### src/rtl/face_cmd_sequencer.sv
// Command FIFO and issue scheduler in front of FACE_TOP's instruction port.
// Each queued word is presented as a one-cycle pulse; long ops block issue until face_busy rises and falls.
module face_cmd_sequencer #(
  parameter int       DEPTH            = 8,
  parameter bit [6:0] SYS_OPCODE       = 7'b0001011,
  parameter bit [6:0] SHA_OPCODE       = 7'b0101011,
  parameter bit [2:0] SYS_CALC_FUNC    = 3'd1,
  parameter bit [2:0] SHA_ADDRSET_FUNC = 3'd0,
  parameter int       RISE_TIMEOUT     = 16
) (
  input  logic        clk,
  input  logic        rst,
  input  logic        cmd_valid,
  output logic        cmd_ready,
  input  logic [31:0] cmd_data,
  input  logic        flush,
  output logic [31:0] face_instr,
  input  logic        face_busy,
  output logic        seq_idle,
  output logic [15:0] issued_count,
  output logic        err_timeout,
  input  logic        err_clr
);

  localparam int AW = $clog2(DEPTH);
  localparam int TW = $clog2(RISE_TIMEOUT + 1);

  typedef enum logic [1:0] {S_IDLE, S_ISSUE, S_WAIT_RISE, S_WAIT_FALL} state_t;

  state_t        state, state_next;
  logic [31:0]   mem [DEPTH];
  logic [AW:0]   wr_ptr, rd_ptr;
  logic [TW-1:0] timer, timer_next;
  logic [31:0]   instr_next;
  logic          empty, full, push, pop;
  logic          is_long, count_inc, err_set;

  assign empty     = (wr_ptr == rd_ptr);
  assign full      = (wr_ptr[AW] != rd_ptr[AW]) && (wr_ptr[AW-1:0] == rd_ptr[AW-1:0]);
  assign cmd_ready = !full && !flush && !rst;
  assign push      = cmd_valid && cmd_ready;
  assign seq_idle  = (state == S_IDLE) && empty && !face_busy && !rst;

  // The word currently on face_instr is the one being classified in S_ISSUE.
  assign is_long = ((face_instr[6:0] == SYS_OPCODE) && (face_instr[9:7] == SYS_CALC_FUNC)) ||
                   ((face_instr[6:0] == SHA_OPCODE) && (face_instr[9:7] != SHA_ADDRSET_FUNC));

  // NOTE: storage array has no reset; the pointers alone define validity, so a reset
  // on the data would only add fan-out without changing behaviour.
  always_ff @(posedge clk) begin
    if (push) mem[wr_ptr[AW-1:0]] <= cmd_data;
  end

  always_ff @(posedge clk or posedge rst) begin
    if (rst) begin
      wr_ptr <= '0;
      rd_ptr <= '0;
    end else begin
      if (push) wr_ptr <= wr_ptr + 1'b1;
      // Flush discards the queue; a same-cycle pop has already captured its word.
      if (flush)    rd_ptr <= wr_ptr;
      else if (pop) rd_ptr <= rd_ptr + 1'b1;
    end
  end

  // NOTE: every output of this block gets a default before the case, so no path
  // leaves a variable unassigned and no latch is inferred.
  always_comb begin
    state_next = state;
    timer_next = timer;
    instr_next = '0;
    pop        = 1'b0;
    count_inc  = 1'b0;
    err_set    = 1'b0;
    case (state)
      S_IDLE: begin
        if (!empty && !face_busy) begin
          pop        = 1'b1;
          instr_next = mem[rd_ptr[AW-1:0]];
          state_next = S_ISSUE;
        end
      end
      S_ISSUE: begin
        count_inc = 1'b1;
        if (is_long) begin
          state_next = S_WAIT_RISE;
          timer_next = '0;
        end else begin
          state_next = S_IDLE;
        end
      end
      S_WAIT_RISE: begin
        if (face_busy) begin
          state_next = S_WAIT_FALL;
        end else begin
          timer_next = timer + 1'b1;
          if (timer_next == TW'(RISE_TIMEOUT)) begin
            err_set    = 1'b1;
            state_next = S_IDLE;
          end
        end
      end
      S_WAIT_FALL: begin
        if (!face_busy) state_next = S_IDLE;
      end
      default: state_next = S_IDLE;
    endcase
  end

  // NOTE: sequential state uses non-blocking assignments so every register samples
  // pre-edge values regardless of statement order.
  always_ff @(posedge clk or posedge rst) begin
    if (rst) begin
      state        <= S_IDLE;
      timer        <= '0;
      face_instr   <= '0;
      issued_count <= '0;
      err_timeout  <= 1'b0;
    end else begin
      state      <= state_next;
      timer      <= timer_next;
      face_instr <= instr_next;
      if (count_inc) issued_count <= issued_count + 16'd1;
      if (err_set)      err_timeout <= 1'b1;
      else if (err_clr) err_timeout <= 1'b0;
    end
  end

endmodule

### config.mk
export PLATFORM = sky130hd
export DESIGN_NAME = face_cmd_sequencer
export DESIGN_NICKNAME = d
export VERILOG_FILES = /design/src/rtl/face_cmd_sequencer.sv
export SDC_FILE = /design/constraint.sdc
export NUM_CORES = 1
export LEC_CHECK = 0
export BUFFER_PORTS_ARGS = -buffer_cell sky130_fd_sc_hd__buf_2
export CORE_ASPECT_RATIO = 0.7
export CORE_MARGIN = 5
export CORE_UTILIZATION = 42
export DETAILED_ROUTE_END_ITERATION = 16
export HOLD_SLACK_MARGIN = 0.02
export PLACE_DENSITY = 0.56
export SYNTH_ARGS = -nofsm -noshare
export SYNTH_HDL_FRONTEND = slang
export SYNTH_SLANG_ARGS = --single-unit
export TNS_END_PERCENT = 30
### constraint.sdc
create_clock -name clk -period 5 [get_ports clk]
set_input_delay 0.25 -clock clk [delete_from_list [all_inputs] [get_ports clk]]
set_output_delay 0.25 -clock clk [all_outputs]
set_load 0.1 [all_outputs]
**Yosys cells after proc, flatten, opt, wreduce, memory -nomap -nowiden**

Memory sizes are Yosys's and may differ from the RTL's.
Cells that the tools add are included.

- Register bits: 64
- Bits in writable memories: 256
- Input port bits: 38
- Output and inout port bits: 51
- Word-level logic and storage cells: 73
- Memories kept: 1

Memories:

| memory | words | width | rd ports | clocked after memory_dff | write ports | line | source |
|---|---|---|---|---|---|---|---|
| mem | 8 | 32 | 1 | 0 | 1 | 31 | `logic [31:0] mem [DEPTH];` |

- Add/subtract/negate cells: 4
- Eq/ne operators: 15
- Muxes and demuxes: 23
- Reductions and logical operators: 23

Operators with widths:

| operator | count |
|---|---|
| 32-bit 2-to-1 mux | 2 |
| 16-bit by 1-bit adder with 16-bit output (second input constant) | 1 |
| 1-bit logical AND | 10 |
| 1-bit 2-to-1 mux | 10 |
| 2-bit 2-to-1 mux | 5 |
| 5-bit 2-to-1 mux | 2 |
| 5-bit one-hot mux with 2 select lines | 1 |
| 4-bit by 1-bit adder with 4-bit output (second input constant) | 2 |
| 4-bit 2-to-1 mux | 2 |
| 2-bit one-hot mux with 4 select lines | 1 |
| 7-bit by 4-bit == test with 1-bit output (second input constant) | 1 |
| 7-bit by 6-bit == test with 1-bit output (second input constant) | 1 |
| 2-bit inequality test (second input constant) | 3 |
| 3-bit AND reduction | 2 |
| 2-bit nonzero test | 3 |
| 5-bit by 1-bit adder with 5-bit output (second input constant) | 1 |
| 5-bit == test (second input constant) | 1 |
| 1-bit zero test | 5 |
| 2-bit == test (second input constant) | 2 |
| 4-bit == test | 1 |
| 3-bit by 1-bit == test with 1-bit output (second input constant) | 1 |
| 3-bit == test | 1 |
| 3-bit inequality test (second input constant) | 1 |
| 3-bit nonzero test | 1 |
| 5 further kinds | 5 |

**Depth between registers and ports, before layout**

Gate-level depths: netlist of the first run.

- Word-level depth: 8
- Depth in mapped cells: 7
- Mapped depth without buffers: 5

**Least setup slack after synthesis of the first run**

No wires, ideal clock.

- Kind: flip-flop to flip-flop
- Start point: register wr_ptr[0]
- End point: memory mem[0][0], enable pin
- Setup time: 0.502 ns
- Data arrival time: 4.321 ns
- Data required time: 4.498 ns
- Setup slack: 0.178 ns
- Cell stages (with the launch flop): 6
- Buffers on the path: 1
- Period minus slack after synthesis: 4.822 ns
- Cells stage by stage: dfrtp_1 -> buf_2 -> xor2_1 -> o41a_4 -> nand2_4 -> nor4_1

- Word-level cells in the longest chain between the ends: 8

Ends and longest elaborated chain:

| element | line | source |
|---|---|---|
| start, declared | 32 | `logic [AW:0] wr_ptr, rd_ptr;` |
| start signal, assigned | 59 | `if (push) wr_ptr <= wr_ptr + 1'b1;` |
| 3-bit == test | 39 | `assign full = (wr_ptr[AW] != rd_ptr[AW]) && (wr_ptr[AW-1:0] == rd_ptr[AW-1:0]);` |
| 1-bit logical AND | 39 |  |
| 1-bit zero test | 40 | `assign cmd_ready = !full && !flush && !rst;` |
| 1-bit logical AND (2 in a row) | 40 |  |
| net cmd_ready | 14 | `output logic cmd_ready,` |
| 1-bit logical AND | 41 | `assign push = cmd_valid && cmd_ready;` |
| 1-bit 2-to-1 mux | 51 | `if (push) mem[wr_ptr[AW-1:0]] <= cmd_data;` |
| 1-bit 2-to-1 mux (implied by the code) | 51 |  |
| end, declared | 31 |  |

The timed path passes the listed nets, and every way through them passes these cells.

**Worst setup path after layout of the first run**

- Start point: register rd_ptr[0]
- End point: memory mem[3][5], enable pin

- Word-level cells in the longest chain between the ends: 8

Ends and longest elaborated chain:

| element | line | source |
|---|---|---|
| start, declared | 32 |  |
| start signal, assigned | 61 | `if (flush) rd_ptr <= wr_ptr;` |
| start signal, assigned | 62 | `else if (pop) rd_ptr <= rd_ptr + 1'b1;` |
| 3-bit == test | 39 |  |
| 1-bit logical AND | 39 |  |
| 1-bit zero test | 40 |  |
| 1-bit logical AND (2 in a row) | 40 |  |
| 1-bit logical AND | 41 |  |
| 1-bit 2-to-1 mux | 51 |  |
| 1-bit 2-to-1 mux (implied by the code) | 51 |  |

No other way between the ends.

==> flow_metrics.py, run 1 <==
metrics = {
    "synth": {
        "synth_cells": 641,
        "synth_nets": 683,
        "ys_warn_count": 0,
        "synth_area_um2": 12190,
        "async_reset_ff_share_pct": 20.00,
        "ys_seq_area_share_pct": 76.22,
        "ys_types": 52,
        "syn_avg_cell_area_um2": 19.01,
        "ys_ff_latch": 320,
        "synth_flop_cell": "edfxtp_1",
        "synth_edf_count": 256,
    },
    "setup_path": {
        "worstPathRequired_ns": 5.26,
        "critical_path_class": "reg -> reg",
        "critPathArrivalTime_ns": 3.33,
        "crit_path_end_kind": "flop",
        "reg2reg_slack_ns": 1.93,
        "r2r-start": "rd_ptr[0]",
        "crit_path_max_fanout": 31,
        "worstSetupStartpointType": "flop",
        "r2r.worst_path.cells": 5,
        "reg2reg_to": "mem[3][5]",
    },
    "placement": {
        "numPortBuffers": 88,
        "dp_hpwl_um": 14830,
        "place_area_um2": 13100,
        "finalWeightedCongestion": 0.7447,
    },
    "cells_and_area": {
        "fin_area_um2": 14430,
        "nNetsFinal": 823,
        "nFillCells": 2380,
        "drive_gt1_share_pct": 28.45,
        "num_antenna_cells": 0,
        "area_delta_synth_final_pct": 18.37,
        "utilization_pct": 50.16,
    },
    "floorplanning": {
        "fp-row-count": 52,
        "coreArea_um2": 28760,
        "die_h_um": 152.5,
        "io_pins": 89,
        "die_area_um2": 32580,
        "start_util_pct": 42.38,
        "die_w_um": 213.6,
    },
    "pwr": {
        "cellPowerDensity_nw_per_um2": 545.4,
        "p_leak_nw": 5.215,
        "irDropWorstVdd_mv": 0.3689,
    },
    "drt": {
        "drtIter0Drc": 351,
        "vias": 6262,
        "drc": 0,
        "wl_um": 25650,
        "post_drt_via_cell_ratio": 5.293,
        "wl_per_cell_um": 21.68,
        "postRouteAntennaNets": 0,
        "firstDrtPassIters": 4,
    },
    "clocking": {
        "cts_hold_buf": 36,
        "ctsRootBufferMaster": "clkbuf_16",
        "ctsResizeCount": 0,
        "clk_latency_ns": 0.57,
        "postCtsSetupBuffers": 0,
        "clk_pin_slew_ns": 0.06,
        "cts.sink_count": 320,
        "numCtsBuffers": 31,
        "cts-htree-levels": 1,
        "cts_tree": "built",
        "cts_buffer_depth": 3,
    },
    "global_route": {
        "overflow": 0,
        "grt_use_total_pct": 15.93,
        "grt_pass1_wl_um": 39870,
        "antenna_found_initial": 0,
        "grt_pass1_vias": 6529,
        "grt_start_max_net_pins": 69,
    },
    "sta": {
        "worstMarginPinSlew_ns": 1.203,
        "hold_viol_final": 0,
        "fin_setup_tns_ns": 0,
        "clock_skew_ns": 0.01403,
        "period_share_pct": 61.34,
        "maxSlewViolCount": 0,
        "period_needed_ns": 3.067,
        "rsz0062_at_grt": "false",
        "setup_viol": 0,
        "fmax_ghz": 0.3260,
        "slew_headroom_pct": 19.58,
    },
    "run_status": {
        "status": "finished, final reports clean",
    },
    "hold_path": {
        "hold_end": "rd_ptr[0]",
        "min_from": "flush",
        "min_path_type": "in -> reg",
        "min_path_cells": 2,
    },
    "run": {
        "maxCapViolations": 0,
    },
}
final cells by class:
cell class | instances | area, um^2 | share of cell area, %
Clock buffer | 41 | 833.3 | 5.777
Clock inverter | 16 | 136.4 | 0.9454
Inverter | 6 | 22.52 | 0.1561
Multi-Input combinational cell | 284 | 2760 | 19.13
Sequential cell | 320 | 9294 | 64.43
Tap cell | 378 | 473.0 | 3.279
Timing Repair Buffer | 138 | 905.9 | 6.280
per-stage QoR:
| step | instances | setup slack [ns] | power, mW | hold WS (ns) |
|---|---|---|---|---|
| final | 1183 | 1.933 | 7.868 | 0.05089 |
| after global routing | 1183 | 1.696 | 8.233 | 0.06447 |
| after CTS | 1183 | 1.836 | 7.966 | 0.02903 |
| after detailed placement | 1090 | 1.853 | 5.700 | 0.2184 |
| after global placement | 1090 | 1.938 | 5.671 | 0.2107 |
| after floorplan | 641 | 0.1779 | 5.190 | 0.3489 |
worst max-delay path by stage:
stage / from / to / slack (ns)
after floorplan: wr_ptr[0] / mem[0][0] / 0.18
after CTS: rd_ptr[0] / mem[2][0] / 1.84
after global routing: rd_ptr[0] / mem[3][2] / 1.70
after global placement: rd_ptr[0] / mem[2][8] / 1.94
final: rd_ptr[0] / mem[3][5] / 1.93
after detailed placement: rd_ptr[0] / mem[2][5] / 1.85
cell families (layout without fill, tap and decap cells):
logic type | after synthesis | after routing | synth area share, %
fa+ha+maj | 4 | 4 | 0.4107
simple gates | 131 | 131 | 5.051
buf+inv | 37 | 201 | 1.468
compound gates | 56 | 56 | 2.895
flops | 320 | 320 | 76.22
mux | 66 | 66 | 12.01
xor+xnor | 27 | 27 | 1.940
layout by cell type, fill, tap and decap left out, drive strengths merged, types with 2 or more instances in the layout:
| cell type | synthesis | layout |
|---|---|---|
| buf | 21 | 102 |
| inv | 5 | 6 |
| mux2 | 2 | 2 |
| nor4 | 2 | 2 |
| nand3 | 13 | 13 |
| dfrtp | 64 | 64 |
| nand4b | 2 | 2 |
| a21oi | 36 | 36 |
| mux4 | 64 | 64 |
| edfxtp | 256 | 256 |
| bufinv | 0 | 2 |
| xnor2 | 18 | 18 |
| nor2 | 9 | 9 |
| nor3 | 7 | 7 |
| clkinv | 1 | 13 |
| nand3b | 2 | 2 |
| a22o | 3 | 3 |
| and3 | 6 | 6 |
| dlygate4sd3 | 0 | 36 |
| ha | 4 | 4 |
| and2 | 2 | 2 |
| a41oi | 2 | 2 |
| clkbuf | 10 | 41 |
| nand4 | 3 | 3 |
| nand2 | 74 | 74 |
| o21ai | 3 | 3 |
| nand2b | 4 | 4 |
| xor2 | 9 | 9 |
Yosys cell counts (2+ instances only):
master | number | area (um^2)
nor3_1 | 7 | 35.03
a21oi_1 | 36 | 180.2
nand3b_1 | 2 | 15.01
xor2_1 | 9 | 78.83
and3_1 | 4 | 25.02
xnor2_1 | 18 | 157.7
ha_1 | 4 | 50.05
edfxtp_1 | 256 | 7687
inv_1 | 5 | 18.77
clkbuf_1 | 10 | 37.54
nor2_1 | 9 | 33.78
nand3_1 | 13 | 65.06
buf_4 | 7 | 52.55
mux4_2 | 64 | 1441
nand2_1 | 73 | 274.0
buf_1 | 3 | 11.26
dfrtp_1 | 64 | 1602
nor4_1 | 2 | 12.51
nand4_1 | 3 | 18.77
buf_2 | 11 | 55.05
nand2b_1 | 4 | 25.02
nand4b_1 | 2 | 17.52
o21ai_0 | 3 | 15.01
a22o_1 | 3 | 26.28
a41oi_1 | 2 | 17.52
metal layers:
| metal | routed length (um) | GRT usage (%) | up-vias |
|---|---|---|---|
| met5 | 0 | 0 | - |
| met4 | 520 | 3.481 | 0 |
| met3 | 1139 | 2.964 | 41 |
| met2 | 11520 | 23.66 | 130 |
| met1 | 12470 | 24.82 | 3293 |
| li1 | - | - | 2798 |
worst max-delay path, stage by stage (launching register included):
cell	delay [ns]
dfrtp_4	0.81
xor2_1	0.29
o41a_4	0.24
nand2_4	0.09
nor3_2	0.91
buf_4	0.40
power by group:
part / switching [mW] / total, mW / leakage, nW / internal [mW]
clock network: 0.966 / 2.24 / 0.479 / 1.27
registers: 0.239 / 3.36 / 3.16 / 3.12
logic: 1.51 / 2.27 / 1.58 / 0.766
total: 2.71 / 7.87 / 5.22 / 5.16
registers in the layout (all words and copies together), names as in the netlist:
name,cells
rd_ptr,4
wr_ptr,4
issued_count,16
err_timeout,1
mem,256
face_instr,32
state,2
timer,5
No activity file was read; power rests on OpenSTA's default activity.
==> inputs of run 2 (changes only) <==
--- a/config.mk
+++ b/config.mk
@@ -11,7 +11,7 @@
 export CORE_UTILIZATION = 42
 export DETAILED_ROUTE_END_ITERATION = 16
 export HOLD_SLACK_MARGIN = 0.02
-export PLACE_DENSITY = 0.56
+export PLACE_DENSITY = 0.58
 export SYNTH_ARGS = -nofsm -noshare
 export SYNTH_HDL_FRONTEND = slang
 export SYNTH_SLANG_ARGS = --single-unit
==> constraint.sdc (replaced) <==
create_clock -name clk -period 2.6 [get_ports clk]
set_input_delay 0.13 -clock clk [delete_from_list [all_inputs] [get_ports clk]]
set_output_delay 0.13 -clock clk [all_outputs]
set_load 0.1 [all_outputs]
==> run 2 against run 1 <==
Sequential cell count is the same. Sequential power grew 87%. Largest power group unchanged. Total power grew 100%. Critical endpoint is now mem[5][10]. Clock power grew 120%. Die area is the same. Critical path type unchanged. Via count is essentially flat. First-iteration DRC count grew 1.7%. Highest routed layer unchanged. Global-route usage is essentially flat. Routed wire length grew 0.52%. Sequential share of layout area shrank 1.8 points.
==> flow_metrics.py, run 2 (synthesis results as in run 1) <==
metrics = {
    "clocking": {
        "cts-htree-levels": 1,
        "postCtsSetupBuffers": 0,
        "clk_latency_ns": 0.57,
        "cts_tree": "built",
        "cts_buffer_depth": 3,
        "numCtsBuffers": 31,
        "ctsRootBufferMaster": "clkbuf_16",
        "cts.sink_count": 320,
        "clk_pin_slew_ns": 0.06,
    },
    "cells_and_area": {
        "utilization_pct": 51.64,
        "largest_reg_flops": 256,
        "num_antenna_cells": 0,
        "nFillCells": 2334,
        "final_cell_mix": "edfxtp_1, buf_2, nand2_1",
        "layout_commonest_cell": "edfxtp_1",
        "area_delta_synth_final_pct": 21.85,
        "fin_area_um2": 14850,
        "drive_gt1_share_pct": 30.72,
        "nNetsFinal": 834,
    },
    "sta": {
        "rsz0062_at_grt": "false",
        "period_share_pct": 92.33,
        "fin_setup_tns_ns": 0,
        "hold_viol_final": 0,
        "clock_skew_ns": 0.02356,
        "maxSlewViolCount": 0,
        "worstMarginPinSlew_ns": 1.123,
        "setup_viol": 0,
        "setup_slack_ns": 0.1994,
        "slew_headroom_pct": 24.98,
        "period_needed_ns": 2.401,
        "fmax_ghz": 0.4166,
    },
    "floorplanning": {
        "fp-row-count": 52,
        "coreArea_um2": 28760,
        "die_area_um2": 32580,
        "die_h_um": 152.5,
        "start_util_pct": 42.38,
        "io_pins": 89,
        "die_w_um": 213.6,
    },
    "pwr": {
        "irDropWorstVdd_mv": 0.6861,
        "clockPowerShare_pct": 30.6,
        "p_int_mw": 10.62,
        "cellPowerDensity_nw_per_um2": 1074,
        "power_frac_seq_pct": 39.5,
        "power_mw": 15.95,
        "p_leak_nw": 5.385,
        "comb_power_share_pct": 29.9,
        "switching_share_pct": 33.38,
        "switchingPower_mw": 5.324,
    },
    "drt": {
        "vias": 6267,
        "post_drt_via_cell_ratio": 5.244,
        "wl_um": 25780,
        "wl_per_cell_um": 21.57,
        "drtIter0Drc": 357,
        "postRouteAntennaNets": 0,
        "drc": 0,
        "firstDrtPassIters": 4,
    },
    "setup_path": {
        "crit_path_end_kind": "flop",
        "crit_path_max_fanout": 32,
        "critPathArrivalTime_ns": 2.57,
        "critical_path_class": "reg -> reg",
        "reg2reg_slack_ns": 0.20,
        "worstSetupStartpointType": "flop",
        "worstPathRequired_ns": 2.77,
    },
    "global_route": {
        "grt_use_total_pct": 15.96,
        "grt_pass1_wl_um": 40050,
        "overflow": 0,
        "antenna_found_initial": 0,
        "grt_start_max_net_pins": 69,
        "grt_pass1_vias": 6679,
    },
    "placement": {
        "numPortBuffers": 88,
        "dp_hpwl_um": 15170,
        "finalWeightedCongestion": 0.7750,
        "place_area_um2": 13310,
        "place_ws_ns": 0.05140,
    },
    "run_status": {
        "status": "finished, final reports clean",
    },
    "hold_path": {
        "min_path_type": "in -> async",
    },
    "run": {
        "maxCapViolations": 0,
    },
}
run 2: worst max-delay path, stage by stage (launching register included):
cell and delay (ns):
dfrtp_2 0.46, xnor2_4 0.22, o41a_4 0.20, nand3_2 0.11, buf_6 0.16, nor2_4 0.83
run 2: layout make-up:
class | count | area [um^2] | share of cell area, %
Inverter | 6 | 22.52 | 0.1517
Clock buffer | 40 | 859.6 | 5.789
Timing Repair Buffer | 148 | 1080 | 7.272
Clock inverter | 18 | 270.3 | 1.820
Multi-Input combinational cell | 285 | 2846 | 19.17
Sequential cell | 320 | 9298 | 62.61
Tap cell | 378 | 473.0 | 3.185
run 2: power groups by stage:
stage	logic [mW]	registers, mW	clock network (mW)
CTS	4.83	6.29	4.99
finish	4.77	6.30	4.88
global placement	4.70	6.36	0
floorplan	2.54	7.55	0
global route	5.12	6.35	5.21
detailed placement	4.77	6.39	0
run 2: worst paths after layout:
path | from | end | cells past startpoint
min in group clk | cmd_data[1] | mem[0][1] | 2
setup reg to reg | rd_ptr[3] | mem[5][10] | 5
hold reg to reg | issued_count[15] | issued_count[15] | 1
max in group asynchronous | rst | face_instr[20] | 4
hold / removal | rst | face_instr[26] | 3
setup / recovery | rd_ptr[3] | mem[5][10] | 5
run 2: routing by layer:
metal | vias up | part of all wire [%] | GRT usage (%)
met5 | - | 0 | 0
met4 | 0 | 1.4 | 2.845
met3 | 34 | 6.2 | 3.025
met2 | 165 | 46 | 24.40
met1 | 3250 | 47 | 24.47
li1 | 2818 | - | -
run 2: repair_timing:
action                                  in CTS  in global routing
resized for setup                            0                  5
hold endpoints to repair                   292                  0
endpoints found under the setup margin       2                 64
hold buffers                                38                  0
gates cloned                                 0                  1
pin swaps                                    1                  2
run 2: per-stage QoR:
step	std cells	hold WS, ns
after global placement	1098	0.2971
after CTS	1194	0.2328
after detailed placement	1098	0.2978
after global routing	1195	0.2673
after floorplan	641	0.2289
final	1195	0.2340
